==> src/rtl/ime_sad_decision_pkg.sv <==
// Shared definitions for the IME SAD decision block.
// Widths, partition field indices (packed-output order) and the FSM state type.
// Also a helper that widens one 4x4 SAD to the partition SAD width.
package ime_sad_decision_pkg;

    localparam int SAD4X4_LEN = 12;
    localparam int SAD4X4_NUM = 16;
    localparam int PART_NUM   = 9;
    localparam int MV_W       = 8;
    localparam int SADP_LEN   = SAD4X4_LEN + 4;

    // Field index of each partition in best_sad_o / best_mv_o.
    localparam int P8X8_0  = 0;
    localparam int P8X8_1  = 1;
    localparam int P8X8_2  = 2;
    localparam int P8X8_3  = 3;
    localparam int P16X8_T = 4;
    localparam int P16X8_B = 5;
    localparam int P8X16_L = 6;
    localparam int P8X16_R = 7;
    localparam int P16X16  = 8;

    typedef enum logic [1:0] {
        StIdle,
        StSearch,
        StDrain
    } state_t;

    function automatic logic [SADP_LEN-1:0] zext_sad4(input logic [SAD4X4_LEN-1:0] v);
        return SADP_LEN'(v);
    endfunction

endpackage

==> src/rtl/ime_sad_merge.sv <==
// Combinational 16 -> 9 partition adder tree.
// Ports:
//   sad4x4   - 16 packed 4x4 SADs, index k = i*4 + j (i = 8x8 block, j = 4x4 inside it)
//   sad_part - 9 packed partition SADs in partition field order
// SADP_LEN leaves enough headroom that none of the sums can wrap.
module ime_sad_merge
    import ime_sad_decision_pkg::*;
(
    input  logic [SAD4X4_NUM*SAD4X4_LEN-1:0] sad4x4,
    output logic [PART_NUM*SADP_LEN-1:0]     sad_part
);

    logic [SADP_LEN-1:0] b8 [4];

    always_comb begin
        for (int i = 0; i < 4; i++) begin
            b8[i] = '0;
            for (int j = 0; j < 4; j++) begin
                b8[i] = b8[i] + zext_sad4(sad4x4[(4*i+j)*SAD4X4_LEN +: SAD4X4_LEN]);
            end
        end
    end

    always_comb begin
        sad_part = '0;
        sad_part[P8X8_0*SADP_LEN  +: SADP_LEN] = b8[0];
        sad_part[P8X8_1*SADP_LEN  +: SADP_LEN] = b8[1];
        sad_part[P8X8_2*SADP_LEN  +: SADP_LEN] = b8[2];
        sad_part[P8X8_3*SADP_LEN  +: SADP_LEN] = b8[3];
        sad_part[P16X8_T*SADP_LEN +: SADP_LEN] = b8[0] + b8[1];
        sad_part[P16X8_B*SADP_LEN +: SADP_LEN] = b8[2] + b8[3];
        sad_part[P8X16_L*SADP_LEN +: SADP_LEN] = b8[0] + b8[2];
        sad_part[P8X16_R*SADP_LEN +: SADP_LEN] = b8[1] + b8[3];
        sad_part[P16X16*SADP_LEN  +: SADP_LEN] = b8[0] + b8[1] + b8[2] + b8[3];
    end

endmodule

==> src/rtl/ime_sad_decision.sv <==
// IME SAD decision: merges each candidate's 16 4x4 SADs into 9 partition SADs
// and keeps the per-partition minimum SAD and its MV over one MB search window.
// Ports:
//   clk, rstn   - clock, asynchronous active-low reset
//   start_i     - begin a new search (honoured only when idle)
//   valid_i     - candidate present on sad4x4_i / mv_*_i (honoured only while searching)
//   last_i      - with valid_i: final candidate of the window
//   sad4x4_i    - 16 packed 4x4 SADs
//   mv_x_i/y_i  - signed candidate MV
//   busy_o      - search in progress
//   done_o      - one-cycle pulse, best_* final
//   best_sad_o  - 9 packed partition minima
//   best_mv_o   - 9 packed {mv_y, mv_x}, same order
// Two-stage pipeline: stage 1 registers the merged sums, stage 2 compares/updates.
module ime_sad_decision
    import ime_sad_decision_pkg::*;
(
    input  logic                             clk,
    input  logic                             rstn,
    input  logic                             start_i,
    input  logic                             valid_i,
    input  logic                             last_i,
    input  logic [SAD4X4_NUM*SAD4X4_LEN-1:0] sad4x4_i,
    input  logic signed [MV_W-1:0]           mv_x_i,
    input  logic signed [MV_W-1:0]           mv_y_i,
    output logic                             busy_o,
    output logic                             done_o,
    output logic [PART_NUM*SADP_LEN-1:0]     best_sad_o,
    output logic [PART_NUM*2*MV_W-1:0]       best_mv_o
);

    state_t state_q, state_d;

    logic                         accept;
    logic                         init_best;
    logic [PART_NUM*SADP_LEN-1:0] merged;

    logic                         s1_valid_q;
    logic [PART_NUM*SADP_LEN-1:0] s1_sad_q;
    logic [2*MV_W-1:0]            s1_mv_q;

    assign accept    = (state_q == StSearch) && valid_i;
    assign init_best = (state_q == StIdle) && start_i;

    // ---------------- FSM ----------------
    always_ff @(posedge clk or negedge rstn) begin
        if (!rstn) begin
            state_q <= StIdle;
        end else begin
            state_q <= state_d;
        end
    end

    always_comb begin
        state_d = state_q;
        busy_o  = 1'b0;
        done_o  = 1'b0;
        unique case (state_q)
            StIdle: begin
                if (start_i) begin
                    state_d = StSearch;
                end
            end
            StSearch: begin
                busy_o = 1'b1;
                if (valid_i && last_i) begin
                    state_d = StDrain;
                end
            end
            StDrain: begin
                // Once stage 1 is empty the last beat has reached the best registers.
                if (!s1_valid_q) begin
                    done_o  = 1'b1;
                    state_d = StIdle;
                end else begin
                    busy_o = 1'b1;
                end
            end
            default: state_d = StIdle;
        endcase
    end

    // ---------------- Stage 1: merge ----------------
    ime_sad_merge u_merge (
        .sad4x4   (sad4x4_i),
        .sad_part (merged)
    );

    always_ff @(posedge clk or negedge rstn) begin
        if (!rstn) begin
            s1_valid_q <= 1'b0;
            s1_sad_q   <= '0;
            s1_mv_q    <= '0;
        end else begin
            s1_valid_q <= accept;
            if (accept) begin
                s1_sad_q <= merged;
                s1_mv_q  <= {mv_y_i, mv_x_i};
            end
        end
    end

    // ---------------- Stage 2: per-partition compare/update ----------------
    for (genvar p = 0; p < PART_NUM; p++) begin : g_part
        logic [SADP_LEN-1:0] cand;
        logic [SADP_LEN-1:0] best_sad_q;
        logic [2*MV_W-1:0]   best_mv_q;
        logic                upd;

        assign cand = s1_sad_q[p*SADP_LEN +: SADP_LEN];
        // Strict less-than: on a tie the earlier candidate is kept.
        assign upd  = s1_valid_q && (cand < best_sad_q);

        always_ff @(posedge clk or negedge rstn) begin
            if (!rstn) begin
                best_sad_q <= '0;
                best_mv_q  <= '0;
            end else if (init_best) begin
                best_sad_q <= '1;
                best_mv_q  <= '0;
            end else if (upd) begin
                best_sad_q <= cand;
                best_mv_q  <= s1_mv_q;
            end
        end

        assign best_sad_o[p*SADP_LEN +: SADP_LEN] = best_sad_q;
        assign best_mv_o[p*2*MV_W +: 2*MV_W]      = best_mv_q;
    end

endmodule

==> config.mk <==
export PLATFORM = sky130hd
export DESIGN_NAME = ime_sad_decision
export DESIGN_NICKNAME = d
export VERILOG_FILES = /design/src/rtl/ime_sad_decision_pkg.sv /design/src/rtl/ime_sad_merge.sv /design/src/rtl/ime_sad_decision.sv
export SDC_FILE = /design/constraint.sdc
export NUM_CORES = 1
export LEC_CHECK = 0
export CORE_MARGIN = 4
export CORE_UTILIZATION = 40
export CTS_CLUSTER_DIAMETER = 150
export DETAILED_ROUTE_END_ITERATION = 10
export DONT_BUFFER_PORTS = 1
export GPL_ROUTABILITY_DRIVEN = 0
export PLACE_DENSITY = 0.51
export SLEW_MARGIN = 10
export SYNTH_ARGS = -nofsm -noshare
export SYNTH_HDL_FRONTEND = slang
export SYNTH_SLANG_ARGS = --single-unit
==> constraint.sdc <==
create_clock -name clk -period 3.3 [get_ports clk]
set_input_delay 0.495 -clock clk [delete_from_list [all_inputs] [get_ports clk]]
set_output_delay 0.495 -clock clk [all_outputs]
set_load 0.005 [all_outputs]
# After elaboration in Yosys (flattened, before gate mapping)
# Cells that the tools add are included.
# totals
regBits,451
latchBits,0
mem_bits_rw,0
rom_bits,0
inputBits,213
output_inout_bits,290
word_cells,121
memories,0
# op_classes
n_addsub,18
multipliers,0
div_mod_pow,0
magnitude_cmp,9
n_eq_ne,5
shift,0
mux,44
n_bitwise,0
reduce_logical,23
# op_table
cell,n
$mux 16,36
$lt 16x16->1,9
$add 16x12->16,8
$add 16x16->16,6
$add 12x12->13,4
$reduce_bool 2->1,9
$logic_and 1x1->1,12
$mux 2,3
$pmux 2 s3,1
$ne 2x2->1 const B,2
$mux 1,3
$reduce_and 3->1,1
$eq 2x1->1 const B,1
$eq 2x2->1 const B,1
$logic_not 2->1,1
$ne 2x1->1 const B,1
$pmux 1 s2,1

# Depth between registers and ports, before layout
# depth
ltp_word,6
ltp_mapped,31
mapped_depth_nobuf,31

# By module
# From an unflattened synthesis, not the netlist that was laid out.
# unflattened
cells_unflattened,2742
area_unflattened_um2,29520.8
# modules_own_cells
module,n_inst,cells_each,area_per_inst_um2,seq_area_each_um2
ime_sad_decision,1,1871,22071.2,11285.8
ime_sad_merge,1,871,7449.6,0.0

# Worst setup path after synthesis
# No wires, ideal clock.
# synth_path
path_kind,in2reg
from,input sad4x4_i[0]
to,register s1_sad_q[143]
setup_time_ns,0.134
t_arrival_ns,6.629
t_required_ns,3.166
setup_slack_ns,-3.463
stages,30
path_buffers,0
cell_sequence,ha_1 > inv_1 > fa_1 > inv_1 > a21oi_1 > o21ai_0 > a21o_1 > a21o_1 > a21o_1 > a21o_1 > a311oi_1 > xor2_1 > fa_1 > inv_1 > ha_1 > inv_1 > nor2_1 > a2111oi_0 > o311a_1 > inv_1 > ha_1 > nor3b_1 > a221o_1 > xor2_1 > fa_1 > ha_1 > nor2_1 > a41oi_1 > a2111oi_0 > nor3_1
# synth_between
elab_chain_len,6
# synth_lines
item,line_no,source
"start, declared",ime_sad_decision.sv:23,"input logic [SAD4X4_NUM*SAD4X4_LEN-1:0] sad4x4_i,"
$add 12x12->13,ime_sad_merge.sv:19,b8[i] = b8[i] + zext_sad4(sad4x4[(4*i+j)*SAD4X4_LEN +: SAD4X4_LEN]);
$add 16x12->16 (2 in series),ime_sad_merge.sv:19,
$add 16x16->16,n/a,
named net merged[76],ime_sad_decision.sv:36,logic [PART_NUM*SADP_LEN-1:0] merged;
$add 16x16->16 (2 in series),ime_sad_merge.sv:34,sad_part[P16X16*SADP_LEN +: SADP_LEN] = b8[0] + b8[1] + b8[2] + b8[3];
"end signal, assigned",ime_sad_decision.sv:97,s1_sad_q <= merged;
"end, declared",ime_sad_decision.sv:39,logic [PART_NUM*SADP_LEN-1:0] s1_sad_q;
# The timed path passes the listed nets, and every way through them passes these cells.
# A chain may end at the register's enable or synchronous reset.

# Worst setup path after layout
# Ends and elaborated chain as after synthesis.

==> results.toml <==
[finish]
areaGrowthSynthToFinish_pct = 35.33
antenna_cells = 0
num-nets-final = 4172
drive_gt1_share_pct = 28.82
fillers = 6352

[placement]
io_buffer_count = 0
dpl.hpwl_um = 72240
preCtsSetupSlack_ns = -3.175

[clocking]
cts_tree = "done"
clk_latency_ns = 0.61
postCtsHoldBufs = 14
htreeDepth = 2
clock_sinks = 435
root_buffer = "clkbuf_16"
cts_buffers = 50
clk_pin_slew_ns = 0.06
clockBufferDepth = 3

[floorplanning]
die_h_um = 276.5
start_util_pct = 40.33
core_area_um2 = 71490
ios = 503
rows = 98
die-area_um2 = 76440
chipWidth_um = 276.5

[sta]
fmax_mhz = 172.3
setup_tns_ns = -71.18
holdWs_ns = -0.4017
fin_crit_ns = 5.804
finalMaxSlewViolations = 149
rsz0062_at_grt = "yes"
final.setup.worst_slack_ns = -2.504
tightest_slew_ns = 1.863
min_period_over_period_pct = 175.9
setup_viol = 79
hold_viol = 405
skew_ns = 0.02671
slew_headroom_pct = -24.18

[critical_path]
slowest_delay_ns = 0.51
crit_path_start = "sad4x4_i[0]"
end_kind = "register"
slowest_stage = "fa_1"
timing.critical_path.buf_inv = 5
worstPathMaxFanout = 6
crit_arrival_ns = 6.29
r2r-start = "g_part[4].best_sad_q[1]$_DFFE_PN0P_"
critPathLaunchType = "input pin"
critPathRequiredTime_ns = 3.78
worstSetupPathType = "input pin to register"
cp_top_family = "compound AO/OA/AOI/OAI gates"

[flow_run]
max-cap-violations = 0

[synth]
yosys_register_bits = 435
async_reset_ff_share_pct = 100.0
synth_edf_count = 0
synth_area_um2 = 28830
netlist_instances = 3168
synth-main-ff-cell = "dfrtp_1"
ys_seq_area_share_pct = 37.76
synth_warnings = 0
postSynthNetCount = 3745
syn_avg_cell_area_um2 = 9.101
synth_cell_types = 71

[global_route]
overflow = 0
grt_max_degree = 436
grt_pass1_wl_um = 142800
gr-usage-all-layers_pct = 23.67
antenna_found_initial = 2
grt_pass1_vias = 24163

[hold_path]
hp-class = "input pin to asynchronous set/reset pin"

[drt]
via_per_inst = 5.164
drc = 0
firstDrtPassIters = 5
drt-total-wl_um = 94590
vias = 23681
ant_nets = 0
drtIter0Drc = 1180
routedWlPerCell_um = 20.63

[run_status]
violations = "hold timing, slew limit, setup timing"
status = "complete, but fails checks"
-- what timing repair did --
action	in CTS	in global routing
resized for setup	175	227
endpoints found under the hold margin	449	435
setup endpoints to repair	77	83
pin swaps	106	146
buffers inserted	50	51
-- registers in the layout, indices dropped and copies added, names as in the netlist --
name,count
state_q,2
s1_mv_q,16
s1_sad_q,132
g_part.best_sad_q,140
s1_valid_q,1
g_part.best_mv_q,144
-- cells in the mapped netlist (4+ instances only) --
cell type	instances	area [µm²]
o21ai_1	4	20.02
and3_1	8	50.05
nand3_1	67	335.3
nor3_1	70	350.3
a211oi_1	12	90.09
mux2_2	11	123.9
a21oi_1	115	575.6
o21bai_1	15	112.6
xor2_1	56	490.5
a31oi_1	36	225.2
buf_2	4	20.02
xnor2_1	71	621.9
o2111ai_1	9	78.83
buf_4	4	30.03
nor3b_1	4	30.03
o21ai_0	183	915.9
dfrtp_1	435	10890
o211ai_1	21	157.7
ha_1	289	3616
nor2_1	287	1077
o31ai_1	8	60.06
fa_1	75	1501
clkbuf_1	101	379.1
buf_1	9	33.78
nand2b_1	32	200.2
nand2_1	390	1464
nor2b_1	29	181.4
o21a_1	9	67.56
a21o_1	83	623.1
and2_1	4	25.02
inv_1	418	1569
or3_1	16	100.1
nand4_1	19	118.9
o41a_1	4	45.04
a21boi_0	4	30.03
mux2i_1	202	2022
a2111oi_0	7	61.31
-- worst reg2reg max path, delay by kind of cell, from the launching register on --
kind,cells,cell delay [ns]
buffers and inverters,1,0.08
DFF,1,0.47
muxes,1,0.33
AOI/OAI and AO/OA,7,1.72
adders and majority gates,1,0.28
-- cell families after synthesis --
| family | Yosys count | share of synthesized area [%] |
|---|---|---|
| xor+xnor | 127 | 3.858 |
| fa+ha+maj | 369 | 17.94 |
| flops | 435 | 37.76 |
| buf+inv | 537 | 7.061 |
| simple gates | 946 | 14.21 |
| mux | 213 | 7.443 |
| compound gates | 541 | 11.73 |
-- path summary, 6_finish.rpt --
check	to	slack, ns	cells after the start
min	g_part[7].best_mv_q[1]$_DFFE_PN0P_	-0.40	0
min reg2reg	s1_mv_q[1]$_DFFE_PN0P_	0.50	2
min in group clk	s1_mv_q[7]$_DFFE_PN0P_	0.03	2
max	s1_sad_q[143]$_DFFE_PN0P_	-2.50	30
max in group asynchronous	g_part[5].best_sad_q[10]$_DFFE_PN0P_	2.23	0
max reg2reg	g_part[4].best_mv_q[12]$_DFFE_PN0P_	0.29	10
-- metal layers --
layer | global-route usage, % | wire, µm
met5 | 0 | 13
met4 | 7.130 | 3348
met3 | 4.762 | 5233
met2 | 41.05 | 46720
met1 | 29.92 | 39270
-- cells in the final DEF, fill, tap and decap left out, types with 13 or more instances in the layout --
cell and n:
mux2i_1 202, o21ai_1 54, xnor2_4 16, o21ai_2 16, xnor2_1 25, xnor2_2 30, nor2_2 23, buf_4 383
a21o_1 82, inv_2 41, xor2_2 19, a21oi_1 53, clkbuf_16 50, nand2_1 373, o21ai_0 110, a31oi_1 30
nor2_1 247, nand4_1 19, xor2_1 32, ha_4 84, o211ai_1 21, ha_1 200, nand2b_1 28, dfrtp_1 435
nand3_1 62, fa_1 65, nor2b_1 21, or3_1 14, nand2_2 13, nor3_1 55, nor2_4 17, inv_1 370
a21oi_2 52, buf_6 81, nor3_2 13, dlygate4sd3_1 14
-- metrics by stage --
step                cell area (µm²)  std cells  hold slack (ns)  util [%]
floorplan                     30590       3168           0.1994         -
global placement              34520       4404           0.2149     48.30
detailed placement            34520       4404           0.2171     48.30
CTS                           37680       4551          -0.4235     52.71
global route                  39020       4586          -0.4258     54.58
finish                        39020       4586          -0.4017     54.58
-- final cells by class --
| class | count | area [µm²] | area share (%) |
|---|---|---|---|
| Tap cell | 950 | 1189 | 3.046 |
| Timing Repair Buffer | 493 | 4208 | 10.78 |
| Inverter | 419 | 1598 | 4.095 |
| Clock inverter | 22 | 382.9 | 0.9812 |
| Sequential cell | 435 | 10890 | 27.90 |
| Clock buffer | 71 | 1430 | 3.665 |
| Multi-Input combinational cell | 2196 | 19330 | 49.53 |
Power is not shown: default switching activity piles up to over one toggle a cycle in this logic, so the estimate is an artifact.
